==> config.mk <==
export PLATFORM = sky130hd
export DESIGN_NAME = fifo_write_arbiter
export DESIGN_NICKNAME = d
export VERILOG_FILES = /design/src/rtl/fifo_write_arbiter.sv
export SDC_FILE = /design/constraint.sdc
export NUM_CORES = 1
export LEC_CHECK = 0
export ABC_CLOCK_PERIOD_IN_PS = 2100
export BUFFER_PORTS_ARGS = -buffer_cell sky130_fd_sc_hd__buf_2
export CORE_MARGIN = 2
export CORE_UTILIZATION = 43
export CTS_BUF_LIST = sky130_fd_sc_hd__clkbuf_2 sky130_fd_sc_hd__clkbuf_4 sky130_fd_sc_hd__clkbuf_8
export DETAILED_ROUTE_END_ITERATION = 8
export PLACE_DENSITY = 0.89
export SLEW_MARGIN = 20
export SYNTH_ARGS = -nofsm -noshare
export SYNTH_HDL_FRONTEND = slang
export SYNTH_SLANG_ARGS = --single-unit
==> constraint.sdc <==
create_clock -name W_CLK -period 2.1 [get_ports W_CLK]
set_clock_uncertainty 0.05 [all_clocks]
set_input_delay 0 -clock W_CLK [delete_from_list [all_inputs] [get_ports W_CLK]]
set_output_delay 0 -clock W_CLK [all_outputs]
set_load 0.05 [all_outputs]
==> src/rtl/fifo_write_arbiter.sv <==
// Round-robin arbiter sharing one FIFO write port among NUM_REQ producers.
// Each grant lasts until MAX_BURST beats are written or the requester drops Valid.
module fifo_write_arbiter #(
  parameter int NUM_REQ    = 4,
  parameter int DATA_WIDTH = 8,
  parameter int MAX_BURST  = 4
) (
  input  logic                          W_CLK,
  input  logic                          W_RST,
  input  logic [NUM_REQ-1:0]            Req_Valid,
  input  logic [NUM_REQ*DATA_WIDTH-1:0] Req_Data,
  output logic [NUM_REQ-1:0]            Req_Ready,
  input  logic                          W_Full,
  output logic                          W_inc,
  output logic [DATA_WIDTH-1:0]         W_Data,
  output logic                          Grant_Vld,
  output logic [$clog2(NUM_REQ)-1:0]    Grant_Id
);
  localparam int ID_W  = $clog2(NUM_REQ);
  localparam int CNT_W = $clog2(MAX_BURST + 1);
  localparam logic [ID_W-1:0]  LAST_INIT = ID_W'(NUM_REQ - 1);
  localparam logic [CNT_W-1:0] CNT_LAST  = CNT_W'(MAX_BURST - 1);

  typedef enum logic {IDLE, BURST} state_t;

  state_t            state_reg;
  logic              grant_vld_reg;
  logic [ID_W-1:0]   grant_id_reg;
  logic [ID_W-1:0]   last_reg;
  logic [CNT_W-1:0]  count_reg;

  logic [DATA_WIDTH-1:0] req_word [NUM_REQ];
  logic [ID_W-1:0]       cand_id  [NUM_REQ];
  logic                  pick_found;
  logic [ID_W-1:0]       pick_id;
  logic                  in_burst;
  logic                  beat;
  logic                  last_beat;

  // cand_id[k] is the k-th requester after the last grant, in priority order
  genvar gi;
  generate
    for (gi = 0; gi < NUM_REQ; gi++) begin : g_req
      assign req_word[gi] = Req_Data[gi*DATA_WIDTH +: DATA_WIDTH];
      assign cand_id[gi]  = ID_W'((int'(last_reg) + gi + 1) % NUM_REQ);
    end
  endgenerate

  // Scan from lowest priority up so the highest-priority valid candidate wins
  always_comb begin
    pick_found = 1'b0;
    pick_id    = last_reg;
    for (int k = NUM_REQ - 1; k >= 0; k--) begin
      if (Req_Valid[cand_id[k]]) begin
        pick_found = 1'b1;
        pick_id    = cand_id[k];
      end
    end
  end

  assign in_burst  = (state_reg == BURST);
  assign beat      = in_burst & Req_Valid[grant_id_reg] & ~W_Full;
  assign last_beat = (count_reg == CNT_LAST);

  always_comb begin
    Req_Ready = '0;
    if (in_burst) begin
      Req_Ready[grant_id_reg] = ~W_Full;
    end
  end

  assign W_inc     = beat;
  assign W_Data    = in_burst ? req_word[grant_id_reg] : '0;
  assign Grant_Vld = grant_vld_reg;
  assign Grant_Id  = grant_id_reg;

  always_ff @(posedge W_CLK or posedge W_RST) begin
    if (W_RST) begin
      state_reg     <= IDLE;
      grant_vld_reg <= 1'b0;
      grant_id_reg  <= '0;
      last_reg      <= LAST_INIT;
      count_reg     <= '0;
    end else begin
      case (state_reg)
        IDLE: begin
          if (pick_found) begin
            state_reg     <= BURST;
            grant_vld_reg <= 1'b1;
            grant_id_reg  <= pick_id;
            last_reg      <= pick_id;
            count_reg     <= '0;
          end
        end
        BURST: begin
          // A full FIFO only stalls the burst; it never ends it
          if (!Req_Valid[grant_id_reg] || (beat && last_beat)) begin
            state_reg     <= IDLE;
            grant_vld_reg <= 1'b0;
            count_reg     <= '0;
          end else if (beat) begin
            count_reg <= count_reg + 1'b1;
          end
        end
        default: begin
          state_reg     <= IDLE;
          grant_vld_reg <= 1'b0;
        end
      endcase
    end
  end
endmodule

==> impl_metrics.csv, run 1 <==
group,metric,value,unit
pwr,swShare,0.547,
finish,fill_cells,156,
finish,area_growth,42.1,%
grt,overflow,0,
min_path,hold_class,"input port to flip-flop",
finish,largest_reg_flops,3,
min_path,hold_path_startpoint,"Req_Valid[0]",
synthesis,synth_compound_area_frac,0.0953,
worst_setup_path,crit_slowest_cell,"mux4_2",
worst_setup_path,startpoint_type,"flip-flop",
synthesis,synth.area.top_cells,"mux4_2 (25%), dfrtp_1 (21%), dfstp_2 (6.4%)",
finish,num_antenna_cells,0,
synthesis,synth_top_family_by_area,"multiplexers",
floorplan,die_y,47.9,microns
worst_setup_path,r2r-start,"Grant_Id[1]",
floorplan,die_w,47.9,microns
worst_setup_path,worstSetupPathType,"flip-flop to output port",
floorplan,io_pins,55,
clock_tree,insertion_delay,0.26,ns
pwr,power_frac_clock,0.082,
floorplan,num_rows,15,
detailed_routing,drt-initial-drc-count,18,
synthesis,synthMuxAreaShare,0.300,
synthesis,yosys.area.top_type,"mux4_2",
detailed_routing,vias,852,
sta,fmaxAchievable,0.514,GHz
clock_tree,clk_pin_slew,0.06,ns
clock_tree,cts_tree,"built",
synthesis,synth_top_cell_area_share,0.245,
sta,setup_viol,0,
worst_setup_path,path_max_fanout,9,
pwr,intPower,0.000835,W
pwr,fin_total_pwr,0.00185,W
worst_setup_path,startpoint,"Grant_Id[0]",
clock_tree,cts_buffer_depth,2,
finish,final_area,1170,sq um
pwr,p_comb_frac,0.710,
clock_tree,cts_inserted_buffers,3,
grt,grt_pass1_vias,832,
sta,finalCritPeriodShare,0.927,
pwr,leakage,0.584,nW
grt,grt_max_degree,17,
finish,nets,179,
floorplan,core_area,1760,sq um
clock_tree,cts_setup_buffers,0,
finish,regArea,228,sq um
detailed_routing,drc_errors,0,
sta,fin_tns_setup,0,ns
synthesis,synth_xor_area_frac,0,
grt,grt_pass1_wl,3260,microns
floorplan,initial_core_util,0.469,
finish,multi_input_area,572,sq um
synthesis,synthSimpleGateAreaFrac,0.248,
sta,setup_ws,0.154,ns
worst_setup_path,critPathMaxStageDelay,0.51,ns
pwr,p_sw,0.00101,W
placement,portBuffers,54,
synthesis,synth_cell_types,31,
placement,placed_cell_area,1130,sq um
detailed_routing,final_antenna_net_count,0,
job,maxCapViolations,0,
synthesis,ys_ff_latch,9,
synthesis,seq_area_frac_synth,0.275,
placement,dp.cells,157,
sta,max-slew-margin-rel,0.707,
synthesis,synthCells,81,
worst_setup_path,arrival,1.90,ns
clock_tree,clock-sinks,9,
finish,final_cell_count_no_fill,162,
run_status,status,"complete, no violations",
worst_setup_path,worstPathRequired,2.05,ns
synthesis,yosys_warnings,0,
finish,drive_gt1_frac,0.584,
sta,period_needed,1.95,ns
sta,drv_slew,0,
grt,antenna_found_initial,0,
pwr,pwr_density_cell,1570,nW/um^2
pwr,seqPwrFrac,0.208,
worst_setup_path,cp-end-kind,"output port",
floorplan,dieArea,2290,sq um
placement,post-place-ws,0.423,ns
synthesis,syn_nets,122,
clock_tree,ctsHtreeMaxLevel,1,
placement,gp_congestion,0.868,
sta,tightest_slew,0.435,ns
pwr,vdd_ir_drop_max,828,uV
placement,hpwl,1750,microns
sta,timing.final.hold_violations,0,
detailed_routing,viasPerCell,5.26,
worst_setup_path,crit_chain,"buf_4 -> mux4_2 -> and2_1 -> buf_2",
detailed_routing,drt_first_pass_iters,4,
clock_tree,clockRootBuffer,"clkbuf_4",
detailed_routing,drt-total-wl,2090,microns
synthesis,synthAdderAreaFrac,0.0303,
detailed_routing,detail_route.wl_per_cell,12.9,microns
grt,grt_usage,0.203,
sta,rsz0062_at_grt,"no",
synthesis,syn_area_per_cell,10.2,sq um
synthesis,syn_area,827,sq um
[cell usage after synthesis]
| master | number |
|---|---|
| mux4_2 | 9 |
| nand2b_1 | 4 |
| a21oi_1 | 1 |
| buf_4 | 1 |
| o2111ai_1 | 1 |
| and2_1 | 8 |
| clkbuf_1 | 3 |
| nor3b_1 | 3 |
| buf_2 | 1 |
| nor4_1 | 1 |
| o21ai_0 | 2 |
| o21ai_2 | 1 |
| ha_1 | 2 |
| a21o_1 | 1 |
| nor2b_1 | 1 |
| nand4_1 | 1 |
| dfrtp_1 | 7 |
| dfstp_2 | 2 |
| nor3_1 | 1 |
| inv_1 | 5 |
| or2_2 | 2 |
| mux2_4 | 3 |
| a31oi_1 | 2 |
| a21boi_0 | 1 |
| a311o_1 | 1 |
| nand2_1 | 7 |
| and4b_1 | 1 |
| nor2_1 | 5 |
| o32ai_1 | 1 |
| or3_1 | 1 |
| nand3_1 | 2 |
[cell type report]
type / count / area share
multi-input combinational: 62 / 0.487
timing repair buffer: 57 / 0.251
sequential: 9 / 0.194
tap: 25 / 0.0266
clock buffer: 4 / 0.0256
inverter: 5 / 0.0160
[repair_timing]
action                                  4_1_cts  5_1_grt
endpoints found under the setup margin        0        0
endpoints found under the hold margin         9        0
hold buffers                                  1        0
resized for setup                             0        0
[power groups by stage]
stage,Clock (W),Combinational [W],Sequential [W]
finish,0.000151,0.00131,0.000385
global route,0.000166,0.00142,0.000406
CTS,0.000155,0.00132,0.000384
detailed placement,0,0.00131,0.000391
global placement,0,0.00129,0.000381
floorplan,0,0.00101,0.000429
[worst max-delay path, delay by kind of cell (launching register included)]
| family | cells | cell delay (ns) |
|---|---|---|
| multiplexers | 1 | 0.51 |
| buffers and inverters | 2 | 0.45 |
| flip-flops | 1 | 0.50 |
| AND/OR/NAND/NOR | 1 | 0.17 |
[path summary, 6_finish.rpt]
| check | slack (ns) | cells past startpoint | endpoint |
|---|---|---|---|
| worst max-delay path | 0.15 | 4 | W_Data[0] |
| worst min-delay path | 0.08 | 4 | last_reg[1] |
| worst max register to register | 0.50 | 4 | count_reg[1] |
| worst min register to register | 0.43 | 1 | Grant_Vld |
| max in group asynchronous | 1.54 | 3 | last_reg[1] |
| min in group asynchronous | 0.17 | 3 | count_reg[1] |
[layer usage]
metal  up-vias  global-route usage  routed length, microns
li1        418                   -                       -
met1       387               0.213                     811
met2        45               0.389                    1040
met3         2              0.0453                     218
met4         0              0.0703                      23
met5         -                   0                       0
[cell usage in the layout, fill, tap and decap left out, types with 3 or more instances in the layout]
cell,n
dfrtp_1,7
buf_2,54
mux4_2,9
and2_1,8
nand2b_1,4
nor2_1,5
mux2_4,3
inv_1,5
clkbuf_4,4
nand2_1,7
[cells by family after synthesis]
family,Yosys count
buffers and inverters,10
DFF,9
and+or+nand+nor,37
muxes,12
adders and majority gates,2
AOI/OAI and AO/OA,11
[stage by stage]
stage,util,hold WS (ns)
finish,0.666,0.0835
global route,0.666,0.128
CTS,0.666,0.0754
detailed placement,0.643,-0.0817
global placement,0.643,-0.0849
floorplan,-,-0.224
Note: power is estimated with default switching activity, not from simulation.
==> run 2: changes to the inputs <==
--- a/config.mk
+++ b/config.mk
@@ -14,2 +14,3 @@
 export PLACE_DENSITY = 0.89
+export SKIP_LAST_GASP = 1
 export SLEW_MARGIN = 20
--- a/constraint.sdc
+++ b/constraint.sdc
@@ -4,2 +4,2 @@
 set_output_delay 0 -clock W_CLK [all_outputs]
-set_load 0.05 [all_outputs]
+set_load 0.02 [all_outputs]
==> impl_metrics.csv, run 2 (synthesized netlist as in run 1, its figures left out) <==
group,metric,value,unit
detailed_routing,detail_route.wl_per_cell,13.0,microns
detailed_routing,drt-initial-drc-count,13,
clock_tree,cts_tree,"built",
grt,grt_max_degree,17,
worst_setup_path,startpoint_type,"flip-flop",
sta,fmaxAchievable,0.531,GHz
sta,drv_slew,0,
floorplan,io_pins,55,
floorplan,core_area,1760,sq um
min_path,hold_class,"input port to flip-flop",
grt,overflow,0,
finish,layout_common_cells,"buf_2 (54), mux4_2 (9), and2_1 (8)",
clock_tree,ctsHtreeMaxLevel,1,
grt,grt_usage,0.177,
detailed_routing,viasPerCell,5.18,
sta,tightest_slew,0.388,ns
detailed_routing,drc_errors,0,
worst_setup_path,crit_path_end,"W_Data[6]",
worst_setup_path,cp-end-kind,"output port",
worst_setup_path,rr_worst_depth,4,
sta,fin_tns_setup,0,ns
clock_tree,ctsResizeCount,0,
clock_tree,clockRootBuffer,"clkbuf_4",
detailed_routing,vias,839,
job,maxCapViolations,0,
placement,gp_congestion,0.855,
floorplan,num_rows,15,
worst_setup_path,timing.rr.end,"count_reg[2]",
clock_tree,clk_pin_slew,0.06,ns
sta,max-slew-margin-rel,0.739,
finish,num_antenna_cells,0,
finish,drive_gt1_frac,0.562,
worst_setup_path,regToRegSetupSlack,0.49,ns
sta,timing.final.hold_violations,0,
worst_setup_path,arrival,1.83,ns
sta,rsz0062_at_grt,"no",
sta,finalCritPeriodShare,0.897,
finish,mostFrequentLayoutCell,"buf_2",
clock_tree,clock-sinks,9,
floorplan,initial_core_util,0.469,
grt,grt_pass1_wl,2840,microns
finish,largest_reg_flops,3,
grt,grt_pass1_vias,698,
sta,setup_viol,0,
sta,period_needed,1.88,ns
grt,antenna_found_initial,0,
placement,hpwl,1770,microns
worst_setup_path,path_max_fanout,9,
detailed_routing,final_antenna_net_count,0,
finish,nets,179,
clock_tree,cts_inserted_buffers,3,
clock_tree,insertion_delay,0.26,ns
run_status,status,"complete, no violations",
floorplan,dieArea,2290,sq um
pwr,pwr_density_cell,1300,nW/um^2
placement,portBuffers,54,
worst_setup_path,r2r-start,"Grant_Id[1]",
floorplan,die_w,47.9,microns
worst_setup_path,worstSetupPathType,"flip-flop to output port",
floorplan,die_y,47.9,microns
clock_tree,cts_buffer_depth,2,
worst_setup_path,worstPathRequired,2.05,ns
detailed_routing,drt-total-wl,2110,microns
finish,area_growth,40.2,%
pwr,leakage,0.580,nW
detailed_routing,drt_first_pass_iters,4,
pwr,fin_total_pwr,0.00151,W
worst_setup_path,startpoint,"Grant_Id[0]",
pwr,vdd_ir_drop_max,803,uV
finish,fill_cells,158,
## run 2: layer usage
| layer | global-route usage | share of wire | vias to the layer above |
|---|---|---|---|
| met5 | 0 | 0 | - |
| met3 | 0.0491 | 0.12 | 4 |
| met1 | 0.187 | 0.38 | 378 |
| met4 | 0.0649 | 0.016 | 0 |
| li1 | - | - | 411 |
| met2 | 0.331 | 0.48 | 46 |
## run 2: repair_timing
action,CTS,global route
buffers inserted,0,0
hold buffers,1,0
endpoints found under the hold margin,9,0
## run 2: worst min path at each step
stage	start	endpoint	slack (ns)	depth (start not counted)
after global placement	W_RST	Grant_Vld	-0.09	2
after CTS	Req_Valid[2]	Grant_Id[0]	0.09	4
after floorplan	W_RST	Grant_Id[0]	-0.22	1
after detailed placement	W_RST	Grant_Vld	-0.08	2
after global routing	Req_Valid[2]	Grant_Id[0]	0.14	4
final	Req_Valid[2]	Grant_Id[0]	0.08	4
## run 2: stage by stage
step	setup slack [ns]	utilization	hold slack, ns	area [sq um]	cells
floorplan	0.358	-	-0.224	827	81
global placement	0.525	0.635	-0.0875	1120	157
detailed placement	0.483	0.635	-0.0838	1120	157
CTS	0.207	0.657	0.0870	1160	162
global route	0.114	0.657	0.138	1160	162
finish	0.217	0.657	0.0833	1160	162
## run 2: layout make-up
class                   instances  area (sq um)  share of cell area
multi-input cells              62           557               0.480
repair buffers                 57           295               0.255
flip-flops and latches          9           228               0.196
well taps                      25          31.3              0.0270
clock buffers                   4          30.0              0.0259
inverters                       5          18.8              0.0162
## run 2: report_power, final
group,total [W],internal [W],switching [W]
clock,0.000148,0.0000862,0.0000616
sequential,0.000384,0.000266,0.000118
combinational,0.000974,0.000476,0.000498
## run 2: critical path, cell delays in order, from the launching register on
cell and delay [ns]:
dfrtp_1 0.50, buf_4 0.24, mux4_2 0.49, and2_1 0.17, buf_2 0.15
